[src/rtl/fm_bus_arbiter.sv]
// fm_bus_arbiter
//   Two-requester round-robin arbiter and bus sequencer for the FM core's
//   register port. Requester 0 is the host and requester 1 is the playback
//   sequencer. Each granted access runs SETUP, then STROBE (write) or RDWAIT
//   (read), then RECOVER. The arbiter then returns to IDLE and arbitrates
//   again.
// Ports:
//   clk, rst             - system clock, synchronous active-high reset
//   rN_valid/rN_ready    - request handshake (ready is combinational)
//   rN_rwn/addr/wdata    - request fields (1 = read)
//   rN_rdata/rN_rvalid   - read data and its one-cycle strobe
//   fm_addr/fm_dout      - registered FM core address and write data
//   fm_oe                - drive fm_dout onto the data bus
//   fm_rwn               - FM core RWn; 0 = write strobe
//   fm_din               - FM core read data
module fm_bus_arbiter #(
    parameter int STROBE_CYC = 2,
    parameter int READ_CYC   = 2,
    parameter int GAP_CYC    = 4
) (
    input  logic       clk,
    input  logic       rst,
    input  logic       r0_valid,
    output logic       r0_ready,
    input  logic       r0_rwn,
    input  logic [5:0] r0_addr,
    input  logic [7:0] r0_wdata,
    output logic [7:0] r0_rdata,
    output logic       r0_rvalid,
    input  logic       r1_valid,
    output logic       r1_ready,
    input  logic       r1_rwn,
    input  logic [5:0] r1_addr,
    input  logic [7:0] r1_wdata,
    output logic [7:0] r1_rdata,
    output logic       r1_rvalid,
    output logic [5:0] fm_addr,
    output logic [7:0] fm_dout,
    output logic       fm_oe,
    output logic       fm_rwn,
    input  logic [7:0] fm_din
);

    typedef enum logic [2:0] {
        ST_IDLE    = 3'd0,
        ST_SETUP   = 3'd1,
        ST_STROBE  = 3'd2,
        ST_RDWAIT  = 3'd3,
        ST_RECOVER = 3'd4
    } state_t;

    // Counter load values: each timed state lasts load+1 cycles.
    localparam logic [7:0] STROBE_LOAD = 8'(STROBE_CYC - 1);
    localparam logic [7:0] READ_LOAD   = 8'(READ_CYC - 1);
    localparam logic [7:0] GAP_LOAD    = 8'(GAP_CYC - 1);

    state_t      state_r;
    state_t      state_next_s;
    logic [7:0]  cnt_r;
    logic [7:0]  cnt_next_s;
    logic        rr_r;
    logic        lat_rwn_r;
    logic        lat_id_r;
    logic        grant_s;
    logic        accept_s;
    logic        req_rwn_s;
    logic [5:0]  req_addr_s;
    logic [7:0]  req_wdata_s;
    logic        rd_done_s;

    // Arbitration: grant selection, ready generation and request field mux.
    always_comb begin
        grant_s     = 1'b0;
        req_rwn_s   = r0_rwn;
        req_addr_s  = r0_addr;
        req_wdata_s = r0_wdata;
        if (r0_valid && r1_valid) begin
            grant_s = rr_r;
        end else if (r1_valid) begin
            grant_s = 1'b1;
        end else begin
            grant_s = 1'b0;
        end
        // Accept requires at least one valid, so the granted side is valid.
        accept_s = (state_r == ST_IDLE) && (r0_valid || r1_valid);
        r0_ready = accept_s && !grant_s;
        r1_ready = accept_s && grant_s;
        if (grant_s) begin
            req_rwn_s   = r1_rwn;
            req_addr_s  = r1_addr;
            req_wdata_s = r1_wdata;
        end else begin
            req_rwn_s   = r0_rwn;
            req_addr_s  = r0_addr;
            req_wdata_s = r0_wdata;
        end
    end

    // Next-state and cycle-counter logic; the counter reloads on every state entry.
    always_comb begin
        state_next_s = state_r;
        cnt_next_s   = cnt_r;
        case (state_r)
            ST_IDLE: begin
                if (accept_s) begin
                    state_next_s = ST_SETUP;
                    cnt_next_s   = 8'd0;
                end else begin
                    state_next_s = ST_IDLE;
                end
            end
            ST_SETUP: begin
                if (lat_rwn_r) begin
                    state_next_s = ST_RDWAIT;
                    cnt_next_s   = READ_LOAD;
                end else begin
                    state_next_s = ST_STROBE;
                    cnt_next_s   = STROBE_LOAD;
                end
            end
            ST_STROBE, ST_RDWAIT: begin
                if (cnt_r == 8'd0) begin
                    state_next_s = ST_RECOVER;
                    cnt_next_s   = GAP_LOAD;
                end else begin
                    cnt_next_s = cnt_r - 8'd1;
                end
            end
            ST_RECOVER: begin
                if (cnt_r == 8'd0) begin
                    state_next_s = ST_IDLE;
                    cnt_next_s   = 8'd0;
                end else begin
                    cnt_next_s = cnt_r - 8'd1;
                end
            end
            default: begin
                state_next_s = ST_IDLE;
                cnt_next_s   = 8'd0;
            end
        endcase
    end

    // Edge that ends the last RDWAIT cycle is where fm_din is sampled.
    assign rd_done_s = (state_r == ST_RDWAIT) && (cnt_r == 8'd0);

    // State, counter, round-robin pointer and latched access attributes.
    always_ff @(posedge clk) begin
        if (rst) begin
            state_r   <= ST_IDLE;
            cnt_r     <= 8'd0;
            rr_r      <= 1'b0;
            lat_rwn_r <= 1'b0;
            lat_id_r  <= 1'b0;
        end else begin
            state_r <= state_next_s;
            cnt_r   <= cnt_next_s;
            if (accept_s) begin
                rr_r      <= ~grant_s;
                lat_rwn_r <= req_rwn_s;
                lat_id_r  <= grant_s;
            end
        end
    end

    // Registered FM bus outputs, derived from the state being entered.
    always_ff @(posedge clk) begin
        if (rst) begin
            fm_addr <= 6'd0;
            fm_dout <= 8'd0;
            fm_oe   <= 1'b0;
            fm_rwn  <= 1'b1;
        end else begin
            fm_rwn <= (state_next_s != ST_STROBE);
            case (state_next_s)
                ST_SETUP:  fm_oe <= !req_rwn_s;
                ST_STROBE: fm_oe <= 1'b1;
                default:   fm_oe <= 1'b0;
            endcase
            if (accept_s) begin
                fm_addr <= req_addr_s;
                // Reads leave the write data register untouched.
                if (!req_rwn_s) begin
                    fm_dout <= req_wdata_s;
                end
            end
        end
    end

    // Read-data return to the originating requester only.
    always_ff @(posedge clk) begin
        if (rst) begin
            r0_rdata  <= 8'd0;
            r0_rvalid <= 1'b0;
            r1_rdata  <= 8'd0;
            r1_rvalid <= 1'b0;
        end else begin
            r0_rvalid <= rd_done_s && !lat_id_r;
            r1_rvalid <= rd_done_s && lat_id_r;
            if (rd_done_s && !lat_id_r) begin
                r0_rdata <= fm_din;
            end
            if (rd_done_s && lat_id_r) begin
                r1_rdata <= fm_din;
            end
        end
    end

endmodule
[config.mk]
export PLATFORM = sky130hd
export DESIGN_NAME = fm_bus_arbiter
export DESIGN_NICKNAME = d
export VERILOG_FILES = /design/src/rtl/fm_bus_arbiter.sv
export SDC_FILE = /design/constraint.sdc
export NUM_CORES = 1
export LEC_CHECK = 0
export ABC_CLOCK_PERIOD_IN_PS = 2700
export CORE_ASPECT_RATIO = 1.4
export CORE_MARGIN = 8
export CORE_UTILIZATION = 48
export DETAILED_ROUTE_END_ITERATION = 8
export PLACE_DENSITY = 0.85
export SLEW_MARGIN = 10
export SYNTH_ARGS = -nofsm -noshare
export SYNTH_HDL_FRONTEND = slang
export SYNTH_SLANG_ARGS = --single-unit
[constraint.sdc]
create_clock -name clk -period 2.7 [get_ports clk]
set_input_delay 0.405 -clock clk [delete_from_list [all_inputs] [get_ports clk]]
set_output_delay 0.405 -clock clk [all_outputs]
set_load 0.02 [all_outputs]
# == Word-level counts from Yosys, hierarchy flattened ==
# Index checks and enable logic that the tools add are counted.
# classes
addsub,1
eq_ne,8
muxes,15
bitwise,2
n_reduce_logical,15
# ops
operator,n
$mux 8,4
$pmux 8 s4,1
$pmux 3 s4,1
$eq 3x2->1 const B,3
$logic_not 8->1,1
$sub 8x1->8 const B,1
$logic_and 1x1->1,7
$eq 3x1->1 const B,2
$mux 3,2
$mux 6,1
$mux 1,5
$eq 3x3->1 const B,1
$logic_not 1->1,3
$logic_not 3->1,1
$ne 3x2->1 const B,1
$ne 2x2->1 const B,1
$not 1->1,2
$pmux 1 s2,1
$reduce_and 2->1,1
$reduce_or 2->1,1
$logic_or 1x1->1,1
# word_totals
register_bits,48
inputBits,42
output_inout_bits,36
elab_cells,54

# == Logic depth before layout (Yosys ltp) ==
# logic_depth
ltp_word,6
depth_mapped,7
ltp_nobuf,6

# == Worst setup path before layout ==
# Ideal clock, no wire load.
# synth_timing
path_kind,flip-flop to output port
start,register state_r[0]
end,output port r0_ready
arrival_ns,1.339
required_ns,2.295
path_slack_ns,0.956
stages_incl_launch_ff,5
path_buffers,2
path_cell_list,dfxtp_1 > buf_2 > or3_1 > clkbuf_1 > a211oi_4
# synth_via
elab_chain_cells,3
# synth_rtl
item,line_no,rtl
start: declaration,57,state_t state_r;
start signal: assignment,156,state_r <= state_next_s;
$logic_not 3->1,85,accept_s = (state_r == ST_IDLE) && (r0_valid || r1_valid);
$logic_and 1x1->1,85,
$logic_and 1x1->1,86,r0_ready = accept_s && !grant_s;
end: declaration,24,"output logic r0_ready,"
# Every way passes these cells.

# == Final worst setup path ==
# Same ends and word-level chain as after synthesis.

==> impl_metrics.json <==
{
  "drt_iter0_markers": 172,
  "cts_resized": 0,
  "grt_usage_pct": 17.7,
  "final_area_um2": 3120,
  "core-area_um2": 4430,
  "timing.final.ws_setup_ns": 0.143,
  "dp.cells": 369,
  "io_pins": 78,
  "cp_max_fo": 9,
  "outcome": "finished clean",
  "grt_pass1_vias": 2068,
  "drive_above_1_share_pct": 9.52,
  "finalNonFillerCells": 377,
  "timing.rr.end": "fm_dout[2]",
  "synthTopCellsByArea": "dfxtp_1 44%, mux2i_1 7.4%, nor2_1 6.6%",
  "synth.most_common_cell": "dfxtp_1",
  "path_clk_slew_ns": 0.08,
  "worstPathRequired_ns": 2.30,
  "rsz0062_at_grt": "no",
  "synth_seq_cells": 48,
  "overflow": 0,
  "die_area_um2": 6930,
  "antenna_found_initial": 0,
  "maxSlewViolCount": 0,
  "fin_crit_sh_pct": 94.7,
  "postRouteAntennaNets": 0,
  "synth_edf_count": 0,
  "power_density_nw_per_um2": 1040,
  "period_needed_ns": 2.56,
  "htreeDepth": 2,
  "syn-instance-count": 235,
  "yosysWarnings": 0,
  "ys_seq_area_share_pct": 44.5,
  "p_leak_nw": 1.28,
  "n_antenna_cell": 0,
  "critPathLaunchType": "flop",
  "max_freq_mhz": 391,
  "clock_skew_ns": 0.00844,
  "cts.sinks": 48,
  "clock_path_buffers": 2,
  "crit_slowest_cell": "clkdlybuf4s50_1",
  "port_buffers": 77,
  "area_growth_pct": 44.6,
  "crit_start": "state_r[0]",
  "rows": 29,
  "maxCapViolations": 0,
  "worstPathArrival_ns": 2.15,
  "grt_max_degree": 41,
  "placed_area_um2": 3030,
  "clk_latency_ns": 0.31,
  "cts_hold_buf": 0,
  "root_buffer": "clkbuf_8",
  "tritoncts": "built",
  "grt_pass1_wl_um": 9620,
  "tns_ns": 0,
  "drt_pre_antenna_iters": 4,
  "postCtsSetupBuffers": 0,
  "die_w_um": 72.7,
  "synth_fp_nets": 278,
  "numCtsBuffers": 5,
  "setup_viol": 0,
  "synth_common_cells": "48 x dfxtp_1, 38 x nor2_1, 16 x mux2i_1",
  "slowest_delay_ns": 0.65,
  "gp_routability_congestion": 0.924,
  "post_drt_via_cell_ratio": 5.57,
  "die_y_um": 95.4,
  "r2r_start": "state_r[2]",
  "finalHoldViolations": 0,
  "tightestPinTransition_ns": 0.762,
  "vdd_drop_max_uv": 528,
  "drc": 0,
  "hold_path_depth": 2,
  "wl_per_cell_um": 16.3,
  "crit_type": "reg -> out",
  "dp_hpwl_um": 4630,
  "final_util_pct": 70.5,
  "end_kind": "output pin",
  "worstPathCellList": "or3_1 > a211oi_4 > clkdlybuf4s50_1",
  "routed_wl_um": 6160,
  "whs_endpoint": "lat_rwn_r",
  "final_nets": 357,
  "synth.distinct_cells": 48,
  "syn-cell-area_um2": 2160,
  "dp_slack_ns": 0.200,
  "rrSetupSlack_ns": 0.65,
  "vias": 2101,
  "synthFlopType": "dfxtp_1",
  "min_from": "lat_rwn_r",
  "max-slew-margin-rel_pct": 47.9,
  "syn_avg_cell_area_um2": 9.19,
  "yosysTopAreaCell": "dfxtp_1",
  "synth.top_cell.area_share_pct": 44.5,
  "hp-class": "reg -> reg",
  "start_util_pct": 48.8,
  "r2r_cells": 5,
  "async_flop_share_pct": 0
}
cell usage in the layout (no fill, tap or decap), types with 8 or more instances in the layout:
| cell | synthesis | layout |
|---|---|---|
| o31a_1 | 10 | 10 |
| clkdlybuf4s50_1 | 0 | 77 |
| nor2_1 | 38 | 38 |
| buf_4 | 0 | 12 |
| dfxtp_1 | 48 | 48 |
| nand2_1 | 14 | 14 |
| mux2i_1 | 16 | 16 |
| nand3_1 | 8 | 8 |
| a311oi_1 | 9 | 9 |
| inv_1 | 12 | 12 |
cells by family (layout without fill, tap and decap cells):
group / count (synthesis) / after routing / synth area share (%)
AO/OA/AOI/OAI: 51 / 51 / 19.8
XOR/XNOR: 6 / 6 / 2.43
adder cells (fa/ha/maj): 1 / 1 / 0.579
buffers and inverters: 29 / 109 / 5.45
flip-flops: 48 / 48 / 44.5
multiplexers: 16 / 16 / 7.42
AND/OR/NAND/NOR: 84 / 84 / 19.9
registers in the layout (all words and copies together), names as in the netlist, 3 cells and up:
name / count
r0_rdata: 8
state_r: 3
fm_dout: 8
fm_addr: 6
cnt_r: 8
r1_rdata: 8
area by class of cell:
cell class,instances,area (um2)
clock inverters,2,15.0
repair buffers,89,861
multi-input cells,158,1080
inverters,12,45.0
well taps,62,77.6
clock buffers,6,82.6
fillers,372,1300
flip-flops and latches,48,961
worst max-delay path: cells and delay by family, from the launching register on:
| family | cells | cell delay (ns) |
|---|---|---|
| flops | 1 | 0.41 |
| buf+inv | 1 | 0.65 |
| simple gates | 1 | 0.50 |
| compound gates | 1 | 0.29 |
per-layer routing:
metal / share of wire, % / global-route usage, %
met3: 7.5 / 6.21
met4: 4.5 / 11.2
met2: 52 / 30.7
met1: 36 / 17.6
met5: 0 / 0
power breakdown:
group / switching (W) / total (W) / internal [W]
Combinational: 0.000936 / 0.00176 / 0.000824
Clock: 0.000243 / 0.000450 / 0.000207
Sequential: 0.000146 / 0.00104 / 0.000892
Total: 0.00133 / 0.00325 / 0.00192
how the worst max path moves through the flow:
stage	cells past startpoint	slack [ns]	to
4_1_cts	3	0.14	r0_ready
6_report	3	0.14	r0_ready
2_1_floorplan	4	0.96	r0_ready
3_5_place_dp	6	0.20	fm_dout[2]
5_1_grt	3	0.08	r0_ready
3_3_place_gp	4	0.25	r0_ready
per-stage QoR:
step           hold slack [ns]  total power [W]
3_3_place_gp             0.453          0.00275
6_report                 0.474          0.00325
3_5_place_dp             0.461          0.00280
2_1_floorplan            0.441          0.00222
4_1_cts                  0.474          0.00327
5_1_grt                  0.504          0.00346
Power figures use the tool's default switching activity.
